**src/rtl/cpu_run_pkg.sv**
```systemverilog
// Shared encodings for the CPU run controller: host command opcodes and controller states.
package cpu_run_pkg;

    typedef enum logic [1:0] {
        OP_STEP   = 2'b00,
        OP_RUN_N  = 2'b01,
        OP_RUN_BP = 2'b10,
        OP_HALT   = 2'b11
    } op_e;

    typedef enum logic [2:0] {
        ST_RESET,
        ST_IDLE,
        ST_STEP,
        ST_RUN_N,
        ST_RUN_BP
    } state_e;

endpackage

```
**src/rtl/cpu_bp_match.sv**
```systemverilog
// Breakpoint comparators: one equality compare of the live PC per enabled slot.
// Purely combinational, zero latency, no flow control.
module cpu_bp_match #(
    parameter int ADDR_W = 32,
    parameter int NUM_BP = 2
) (
    input  logic [ADDR_W-1:0]        pc,
    input  logic [NUM_BP*ADDR_W-1:0] bp_addr,
    input  logic [NUM_BP-1:0]        bp_en,
    output logic [NUM_BP-1:0]        match_vec
);

    always_comb begin
        match_vec = '0;
        for (int i = 0; i < NUM_BP; i++)
            match_vec[i] = bp_en[i] && (pc == bp_addr[i*ADDR_W +: ADDR_W]);
    end

endmodule

```
**src/rtl/cpu_run_ctrl.sv**
```systemverilog
// Debug run controller: holds the CPU in reset, then single-steps, runs N cycles or runs to a breakpoint.
// cpu_ce rises the cycle after a command is accepted; commands are always taken outside RESET, extra ones are dropped with cmd_err.
module cpu_run_ctrl
    import cpu_run_pkg::*;
#(
    parameter int ADDR_W  = 32,
    parameter int CNT_W   = 16,
    parameter int NUM_BP  = 2,
    parameter int RST_CYC = 2
) (
    input  logic                     CLK,
    input  logic                     RST,
    input  logic                     cmd_valid,
    output logic                     cmd_ready,
    input  logic [1:0]               cmd_op,
    input  logic [CNT_W-1:0]         cmd_count,
    input  logic [ADDR_W-1:0]        PC_Value,
    input  logic [NUM_BP*ADDR_W-1:0] bp_addr,
    input  logic [NUM_BP-1:0]        bp_en,
    output logic                     cpu_rst,
    output logic                     cpu_ce,
    output logic                     halted,
    output logic [NUM_BP-1:0]        bp_hit,
    output logic [CNT_W-1:0]         steps_done,
    output logic                     cmd_err
);

    localparam int RC_W = (RST_CYC > 1) ? $clog2(RST_CYC) : 1;

    state_e            state;
    logic [RC_W-1:0]   rst_cnt;
    logic [CNT_W-1:0]  remain;
    logic              limited;
    logic              first;
    logic [NUM_BP-1:0] match_vec;
    logic              match;
    logic              accept;
    logic              is_halt;
    logic              running;
    logic              ce_run;

    cpu_bp_match #(
        .ADDR_W (ADDR_W),
        .NUM_BP (NUM_BP)
    ) u_bp_match (
        .pc        (PC_Value),
        .bp_addr   (bp_addr),
        .bp_en     (bp_en),
        .match_vec (match_vec)
    );

    assign running   = (state == ST_STEP) || (state == ST_RUN_N) || (state == ST_RUN_BP);
    assign accept    = cmd_valid && cmd_ready;
    assign is_halt   = (op_e'(cmd_op) == OP_HALT);
    // The first RUN_BP cycle ignores the comparators so a run can resume from the breakpoint it stopped on.
    assign match     = (state == ST_RUN_BP) && !first && (|match_vec);
    assign ce_run    = (state == ST_STEP) || (state == ST_RUN_N) || ((state == ST_RUN_BP) && !match);
    assign cpu_ce    = ce_run || ((state == ST_RESET) && !RST);
    assign cpu_rst   = (state == ST_RESET);
    assign cmd_ready = (state != ST_RESET);
    assign halted    = (state == ST_IDLE);

    always_ff @(posedge CLK or posedge RST) begin
        if (RST) begin
            state      <= ST_RESET;
            rst_cnt    <= '0;
            remain     <= '0;
            limited    <= 1'b0;
            first      <= 1'b0;
            bp_hit     <= '0;
            steps_done <= '0;
            cmd_err    <= 1'b0;
        end else begin
            cmd_err <= running && accept && !is_halt;
            if (ce_run && (steps_done != '1))
                steps_done <= steps_done + 1'b1;

            case (state)
                ST_RESET: begin
                    if (rst_cnt == RC_W'(RST_CYC - 1))
                        state <= ST_IDLE;
                    else
                        rst_cnt <= rst_cnt + 1'b1;
                end
                ST_IDLE: begin
                    if (accept) begin
                        case (op_e'(cmd_op))
                            OP_STEP: begin
                                state      <= ST_STEP;
                                steps_done <= '0;
                                bp_hit     <= '0;
                            end
                            OP_RUN_N: begin
                                if (cmd_count != '0) begin
                                    state      <= ST_RUN_N;
                                    remain     <= cmd_count;
                                    steps_done <= '0;
                                    bp_hit     <= '0;
                                end
                            end
                            OP_RUN_BP: begin
                                state      <= ST_RUN_BP;
                                remain     <= cmd_count;
                                limited    <= (cmd_count != '0);
                                first      <= 1'b1;
                                steps_done <= '0;
                                bp_hit     <= '0;
                            end
                            default: ;
                        endcase
                    end
                end
                ST_STEP: state <= ST_IDLE;
                ST_RUN_N: begin
                    if ((remain == CNT_W'(1)) || (accept && is_halt))
                        state <= ST_IDLE;
                    else
                        remain <= remain - 1'b1;
                end
                ST_RUN_BP: begin
                    first <= 1'b0;
                    // A breakpoint stop outranks a coincident HALT so the hit vector is still recorded.
                    if (match) begin
                        bp_hit <= match_vec;
                        state  <= ST_IDLE;
                    end else if ((limited && (remain == CNT_W'(1))) || (accept && is_halt)) begin
                        state <= ST_IDLE;
                    end else if (limited) begin
                        remain <= remain - 1'b1;
                    end
                end
                default: state <= ST_IDLE;
            endcase
        end
    end

endmodule

```
**config.mk**
```make
export PLATFORM = sky130hd
export DESIGN_NAME = cpu_run_ctrl
export DESIGN_NICKNAME = d
export VERILOG_FILES = /design/src/rtl/cpu_run_pkg.sv /design/src/rtl/cpu_bp_match.sv /design/src/rtl/cpu_run_ctrl.sv
export SDC_FILE = /design/constraint.sdc
export NUM_CORES = 1
export LEC_CHECK = 0
export CORE_AREA = 4 4 101 103
export CTS_BUF_LIST = sky130_fd_sc_hd__clkbuf_4
export DETAILED_ROUTE_END_ITERATION = 16
export DIE_AREA = 0 0 105 107
export DONT_BUFFER_PORTS = 1
export GPL_ROUTABILITY_DRIVEN = 0
export RECOVER_POWER = 25
export SYNTH_ARGS = -nofsm -noshare
export SYNTH_HDL_FRONTEND = slang
export SYNTH_SLANG_ARGS = --single-unit
```
**constraint.sdc**
```tcl
create_clock -name CLK -period 3.2 [get_ports CLK]
set_input_delay 0.48 -clock CLK [delete_from_list [all_inputs] [get_ports CLK]]
set_output_delay 0.48 -clock CLK [all_outputs]
set_load 0.05 [all_outputs]
```
=== Word level (Yosys, flattened, before mapping) ===
Cells that the tools add are included.

* Eq/ne operators: 25
* Multiplexer cells: 30
* Reduce and logical (&&, ||, !) cells: 35
* Add/sub/neg operators: 3

{| class="wikitable"
|+ Operators with widths
! operator !! count
|-
| 2-to-1 mux 16 bit || 10
|-
| == test 32 bit || 2
|-
| one-hot mux 16 bit (2 select lines) || 2
|-
| one-hot mux 16 bit (3 select lines) || 1
|-
| 2-to-1 mux 3 bit || 6
|-
| adder 16 x 1 -> 16 bit (second input constant) || 1
|-
| == test 16 x 1 -> 1 bit (second input constant) || 1
|-
| != test 16 bit (second input constant) || 1
|-
| nonzero test 16 bit || 1
|-
| subtractor 16 x 1 -> 16 bit (second input constant) || 1
|-
| logical AND 1 bit || 12
|-
| one-hot mux 3 bit (4 select lines) || 1
|-
| != test 2 bit (second input constant) || 5
|-
| one-hot mux 3 bit (3 select lines) || 1
|-
| != test 2 x 1 -> 1 bit (second input constant) || 4
|-
| one-hot mux 2 bit (2 select lines) || 2
|-
| AND reduction 8 bit || 1
|-
| == test 3 x 2 -> 1 bit (second input constant) || 2
|-
| logical OR 1 bit || 6
|-
| 2-to-1 mux 2 bit || 3
|-
| != test 3 x 2 -> 1 bit (second input constant) || 2
|-
| AND reduction 3 bit || 2
|-
| AND reduction 6 bit || 1
|-
| nonzero test 3 bit || 2
|-
| 16 further kinds || 23
|}

* Input port bits: 119
* Output and inout bits: 23
* Bits in registers: 41
* Logic and storage cells: 101

=== Logic depth before layout (Yosys ltp) ===
Gate-level depths: netlist of run 1.

* Depth after elaboration: 13
* Gate-level depth with buffers: 9
* Mapped depth without buffers: 8

=== Hierarchy ===
A second synthesis of run 1 with hierarchy kept.

* Cells, all modules: 386
* Area total of the unflattened synthesis: 3364.5 um2

{| class="wikitable"
|+ By module, submodules not included
! module !! cells each !! times used !! seq. area each (um2) !! area each (um2)
|-
| cpu_run_ctrl || 298 || 1 || 1026.0 || 2658.8
|-
| cpu_bp_match || 88 || 1 || 0.0 || 705.7
|}

=== Least setup slack after synthesis of run 1 ===
Ideal clock, no wire load.

* Path type: flip-flop to flip-flop
* Start: register state[0]
* End: register steps_done[4]
* Slack: 0.114 ns
* Data arrival time: 2.938 ns
* Cell stages (with the launch flop): 7
* Clock period less this slack: 3.086 ns
* Required time: 3.052 ns
* Buffers on the path: 1
* Setup time: 0.148 ns
* Cells stage by stage: dfrtp_1 nor3b_1 o211ai_1 or2_2 clkbuf_1 o311ai_0 o41ai_1

* Elaborated cells on any way between the ends: 18
* Classes of those cells: eq/ne: 4; mux: 5; reduce/logical: 9

{| class="wikitable"
|+ RTL lines
! element !! RTL line !! source
|-
| start: declaration || cpu_run_ctrl.sv:30 || <nowiki>state_e state;</nowiki>
|-
| start signal: assignment || cpu_run_ctrl.sv:65 || <nowiki>state <= ST_RESET;</nowiki>
|-
| start signal: assignment || cpu_run_ctrl.sv:81 || <nowiki>state <= ST_IDLE;</nowiki>
|-
| start signal: assignment || cpu_run_ctrl.sv:89 || <nowiki>state <= ST_STEP;</nowiki>
|-
| == test 3 x 1 -> 1 bit || -- ||
|-
| via halted || cpu_run_ctrl.sv:22 || <nowiki>output logic halted,</nowiki>
|-
| 2-to-1 mux 16 bit || cpu_run_ctrl.sv:78 || <nowiki>case (state)</nowiki>
|-
| end signal: assignment || cpu_run_ctrl.sv:76 || <nowiki>steps_done <= steps_done + 1'b1;</nowiki>
|-
| end: declaration || cpu_run_ctrl.sv:24 || <nowiki>output logic [CNT_W-1:0] steps_done,</nowiki>
|}

The timed path passes the listed nets, and every way through them passes these cells.
A chain may end at the register's enable or synchronous reset.

=== Worst setup path after layout of run 1 ===
* Start: input port PC_Value[0]
* End: output port cpu_ce

* Longest elaborated chain between the ends: 8
* Elaborated cells on any way between the ends: 10
* Classes of those cells: eq/ne: 2; reduce/logical: 8

{| class="wikitable"
|+ RTL lines
! element !! RTL line !! source
|-
| start: declaration || cpu_run_ctrl.sv:17 || <nowiki>input logic [ADDR_W-1:0] PC_Value,</nowiki>
|-
| == test 32 bit || cpu_bp_match.sv:16 || <nowiki>match_vec[i] = bp_en[i] && (pc == bp_addr[i*ADDR_W +: ADDR_W]);</nowiki>
|-
| logical AND 1 bit || cpu_bp_match.sv:16 ||
|-
| OR reduction 2 bit * || cpu_run_ctrl.sv:56 || <nowiki>assign match = (state == ST_RUN_BP) && !first && (|match_vec);</nowiki>
|-
| logical AND 1 bit * || cpu_run_ctrl.sv:56 ||
|-
| zero test 1 bit * || cpu_run_ctrl.sv:57 || <nowiki>assign ce_run = (state == ST_STEP) || (state == ST_RUN_N) || ((state == ST_RUN_BP) && !match);</nowiki>
|-
| logical AND 1 bit * || cpu_run_ctrl.sv:57 ||
|-
| logical OR 1 bit * || cpu_run_ctrl.sv:57 ||
|-
| logical OR 1 bit * || cpu_run_ctrl.sv:58 || <nowiki>assign cpu_ce = ce_run || ((state == ST_RESET) && !RST);</nowiki>
|-
| end: declaration || cpu_run_ctrl.sv:21 || <nowiki>output logic cpu_ce,</nowiki>
|}

Every way passes the cells marked *; elsewhere a longest branch is shown, timed or not.

==> metrics.yaml, run 1 <==
async_flop_share: 1.00
first_global_vias: 3119
skew_ps: 10.3
vias: 2992
post-dp-hpwl_um: 7400
synth-seq-area-share: 0.312
fin_nets: 523
hold_viol_final: 0
yosysMostFrequentCell: "xnor2_1"
reg2reg_slack_ps: 420
htreeDepth: 2
maxSlewViolCount: 42
synthDistinctLibCells: 49
area_growth_pct: 6.01
cap_violations: 1
powerDensity_nw_per_um2: 615
synth_top_area_frac: 0.312
viasPerCell: 5.91
die_y_um: 107
worstMarginPinSlew_ps: 2320
cts.sinks: 41
ant_nets: 0
io_pins: 142
drtIter0Drc: 167
drt-wirelength-per-cell_um: 18.4
multi_input_area_sq_um: 2140
overflow: 0
critPathKind: "in -> out"
drc: 0
placed_cell_area_sq_um: 3440
r2r-end: "remain[3]"
fillerInstances: 955
total_power_mw: 2.15
cts_root_buf: "clkbuf_4"
ctsHoldBuffers: 0
r2r_start: "remain[10]"
core_sq_um: 9200
rsz0062_at_grt: "no"
cts_setup_buffers: 0
clock_path_buffers: 2
portBuffers: 0
hold_depth: 1
synth_cells: 391
ff_latch_area_sq_um: 1030
dr.pass1.iters: 5
antenna_found_initial: 0
failed_checks: "capacitance limit, slew limit"
tns_ps: 0
clock_latency_ps: 350
syn_area_sq_um: 3290
synth_commonest_cells: "xnor2_1 (56), nor2_1 (42), dfrtp_1 (41)"
stdcell_count: 506
status: "complete, but fails checks"
dieArea_sq_um: 11200
synth-main-ff-cell: "dfrtp_1"
r2r_cells: 7
fin_hold_ws_ps: 286
critPathMostFrequentCell: "nand4_1"
drive_above_1_share: 0.0684
routed_wirelength_um: 9290
num_antenna_cells: 0
hp-class: "in -> reg"
grt_max_degree: 42
slowest_delay_ps: 580
yosys_warnings: 0
fin_crit_ps: 2880
setup_viol: 0
die_w_um: 105
hold-path-endpoint: "cmd_err"
initial_core_util: 0.358
cts_tree: "built"
endpoint_kind: "output pin"
synth_edf_count: 0
grt_pass1_wl_um: 14900
cp.required_ps: 2720
cellLeakagePower_nw: 1.28
cts.clk_slew.worst_paths_ps: 130
syn_avg_cell_area_sq_um: 8.42
grtUsageTotal: 0.161
cp_max_fo: 4
stdcell_area_sq_um: 3490
cpMaxStageDelayCell: "a221o_1"
syn_nets: 520
dp_cells: 498
path_cells: "xnor2_1, nand4_1, nor4_1, nand4_1, and2_1, a221o_1"
max-vdd-ir-drop_mv: 0.292
cts_resized: 0
hp-start: "cmd_valid"
max-slew-margin-rel: -0.545
synth_top_area_cell: "dfrtp_1"
max_freq_mhz: 347
start_kind: "input pin"
cp.arrival_ps: 2400
ys_ff_latch: 41
numCtsBuffers: 5
period_share: 0.901
rows: 35
synth.area.top_cells: "dfrtp_1 (31%), xnor2_1 (15%), nor2_1 (4.8%)"
-- flip-flops by register name, summed over array words and instances, names as in the netlist --
| register | count |
|---|---|
| cmd_err | 1 |
| remain | 16 |
| limited | 1 |
| rst_cnt | 1 |
| state | 3 |
| bp_hit | 2 |
| first | 1 |
| steps_done | 16 |
-- power by group --
| group | switching (mW) | internal [mW] | leakage (nW) |
|---|---|---|---|
| Clock | 0.181 | 0.0926 | 0.0354 |
| Sequential | 0.252 | 0.657 | 0.507 |
| Combinational | 0.586 | 0.379 | 0.740 |
-- through the flow --
stage,worst slack (ps),utilization
floorplan,114,-
global placement,316,0.374
detailed placement,319,0.374
CTS,315,0.380
global route,195,0.379
finish,316,0.379
-- worst max path at each step --
stage | startpoint | end | slack, ps | depth (start not counted)
2_1_floorplan | state[0] | steps_done[4] | 110 | 6
3_3_place_gp | PC_Value[0] | cpu_ce | 320 | 6
3_5_place_dp | PC_Value[0] | cpu_ce | 320 | 6
4_1_cts | PC_Value[0] | cpu_ce | 310 | 6
5_1_grt | remain[10] | remain[7] | 190 | 7
6_report | PC_Value[0] | cpu_ce | 320 | 6
-- cells in the final DEF, fill, tap and decap left out, drive strengths merged, types with 2 or more instances in the layout --
cell and instances:
o21ai 17, o211ai 5, clkbuf 7, nand3 19
buf 10, nor3 17, nand4 19, o22ai 4
dfrtp 41, a31oi 8, clkinv 2, or4 6
mux2i 4, a21oi 23, or3 5, a41oi 2
o21bai 2, and3 8, ha 10, o31ai 6
inv 13, nor4 12, a21o 2, o22a 9
nor3b 4, nor2 42, and2 3, xor2 8
and4 2, nand2 16, xnor2 56
-- logic make-up after synthesis --
group                      synth area share
AOI/OAI and AO/OA                     0.171
xor gates and xnor gates              0.170
adders and majority gates            0.0380
buffers and inverters                0.0391
DFF                                   0.312
muxes                                0.0156
and+or+nand+nor                       0.254
-- area by class of cell --
class | instances | area share
Multi-Input combinational cell | 322 | 0.614
Clock inverter | 2 | 0.00287
Timing Repair Buffer | 11 | 0.0226
Inverter | 13 | 0.0140
Sequential cell | 41 | 0.294
Clock buffer | 6 | 0.0129
Tap cell | 111 | 0.0398
-- critical path, delay by kind of cell --
| family | cells | cell delay (ps) |
|---|---|---|
| simple gates | 4 | 1050 |
| compound gates | 1 | 580 |
| xor+xnor | 1 | 280 |
-- metal layers --
layer	share of wire	routed length (um)	track usage
met4	0.020	185	0.0544
met1	0.41	3850	0.190
met5	0	0	0
met3	0.079	730	0.0494
met2	0.49	4520	0.280
Power figures use the tool's default switching activity.
==> inputs of run 2 (changes only) <==
--- a/config.mk
+++ b/config.mk
@@ -11,7 +11,7 @@
 export DIE_AREA = 0 0 105 107
 export DONT_BUFFER_PORTS = 1
 export GPL_ROUTABILITY_DRIVEN = 0
-export RECOVER_POWER = 25
+export RECOVER_POWER = 50
 export SYNTH_ARGS = -nofsm -noshare
 export SYNTH_HDL_FRONTEND = slang
 export SYNTH_SLANG_ARGS = --single-unit
==> run 2 against run 1 <==
Compared with the run above: the flow still finishes with violations (capacitance limit, slew limit); final area shrank 0.61%; clock skew is essentially flat; fmax is essentially flat; wire length is essentially flat; clock-buffer cell count is the same; hold slack lost 1.6 ps; sequential power shrank 0.4%; sequential share of layout area grew 0.18 points; clock power is essentially flat; global-route usage is the same; core utilization shrank 0.23 points; highest routed layer unchanged.
==> metrics.yaml, run 2 (synthesized netlist as in run 1, its figures left out) <==
status: "complete, but fails checks"
failed_checks: "capacitance limit, slew limit"
setup_viol: 0  # unchanged
max_freq_mhz: 347  # about the same
final_cell_mix: "xnor2_1 (56), nor2_1 (42), dfrtp_1 (41)"
worstMarginPinSlew_ps: 2310  # -5.00 ps
critPathKind: "in -> out"
cts_resized: 0  # unchanged
ant_nets: 0  # unchanged
post-dp-hpwl_um: 7400  # unchanged
cp.arrival_ps: 2400  # about the same
io_pins: 142  # unchanged
overflow: 0  # unchanged
maxSlewViolCount: 42  # unchanged
top_regs: "remain (16), steps_done (16), state (3)"
grtUsageTotal: 0.161  # unchanged
path_delay_family: "simple AND/OR/NAND/NOR gates"
antenna_found_initial: 0  # unchanged
clock_path_buffers: 2  # unchanged
area_growth_pct: 5.36
drt-wirelength-per-cell_um: 18.3  # about the same
num_antenna_cells: 0  # unchanged
viasPerCell: 5.93  # +0.33%
rows: 35  # unchanged
cts.clk_slew.worst_paths_ps: 130  # about the same
tns_ps: 0  # unchanged
rsz0062_at_grt: "no"
first_global_vias: 3119  # unchanged
final_common_cell: "xnor2_1"
cap_violations: 1  # unchanged
portBuffers: 0  # unchanged
grt_pass1_wl_um: 14900  # unchanged
fin_crit_ps: 2880  # +0.898 ps
ctsHoldBuffers: 0  # unchanged
skew_ps: 10.3  # -0.0100 ps
slowest_delay_ps: 580  # about the same
die_w_um: 105  # unchanged
cellLeakagePower_nw: 1.27  # -1.2%
core_sq_um: 9200  # unchanged
routed_wirelength_um: 9280  # about the same
start_kind: "input pin"
dieArea_sq_um: 11200  # unchanged
vias: 3002  # +0.33%
initial_core_util: 0.358  # unchanged
cts_setup_buffers: 0  # unchanged
fin_nets: 523  # unchanged
cts_root_buf: "clkbuf_4"
r2r_start: "remain[10]"
critPathMostFrequentCell: "nand4_1"
die_y_um: 107  # unchanged
htreeDepth: 2  # unchanged
cts_tree: "built"
post-route-util: 0.377  # -0.00231
clock_latency_ps: 350  # about the same
dp_cells: 498  # unchanged
hp-start: "cmd_valid"
cts.sinks: 41  # unchanged
numCtsBuffers: 5  # unchanged
drtIter0Drc: 168  # +0.60%
powerDensity_nw_per_um2: 617  # +0.24%
max-slew-margin-rel: -0.542  # +0.00333
critPathLaunch: "PC_Value[0]"
period_share: 0.901  # about the same
endpoint_kind: "output pin"
drive_above_1_share: 0.0557  # -0.0127
worst-path-buf-inv: 0  # unchanged
max-vdd-ir-drop_mv: 0.296  # +1.2%
cp_max_fo: 4  # unchanged
cpMaxStageDelayCell: "a221o_1"
stdcell_count: 506  # unchanged
drc: 0  # unchanged
hp-class: "in -> reg"
grt_max_degree: 42  # unchanged
path_cells: "xnor2_1, nand4_1, nor4_1, nand4_1, and2_1, a221o_1"
cp.required_ps: 2720  # about the same
hold_viol_final: 0  # unchanged
dr.pass1.iters: 5  # unchanged
-- run 2: layout make-up --
type	count	area [sq um]
clock buffers	6	45.0
multi-input cells	322	2130
fillers	956	5730
repair buffers	11	67.6
inverters	13	48.8
clock inverters	2	10.0
flip-flops and latches	41	1030
well taps	111	139
-- run 2: where the power goes --
part / switching (mW) / leakage, nW / total [mW] / internal (mW)
Sequential: 0.248 / 0.507 / 0.905 / 0.657
Clock: 0.182 / 0.0354 / 0.274 / 0.0926
Combinational: 0.587 / 0.725 / 0.961 / 0.373
Total: 1.02 / 1.27 / 2.14 / 1.12
-- run 2: path summary, 6_finish.rpt --
path | slack, ps | cells past startpoint | to
setup reg to reg | 400 | 7 | remain[3]
hold reg to reg | 530 | 1 | rst_cnt
min in group asynchronous | 930 | 2 | steps_done[11]
setup / recovery | 320 | 6 | cpu_ce
hold / removal | 280 | 1 | cmd_err
max in group asynchronous | 960 | 2 | steps_done[0]
-- run 2: metal layers --
metal	share of wire	GRT usage
met4	0.020	0.0544
met3	0.084	0.0494
met1	0.41	0.190
met5	0	0
met2	0.49	0.280
-- run 2: stage by stage --
step	total power, mW	hold slack [ps]	instance area [sq um]	worst slack (ps)
floorplan	1.69	459	3290	114
global placement	1.86	487	3440	316
detailed placement	1.88	489	3440	319
CTS	2.16	232	3490	315
global route	2.31	274	3470	195
finish	2.14	284	3470	315
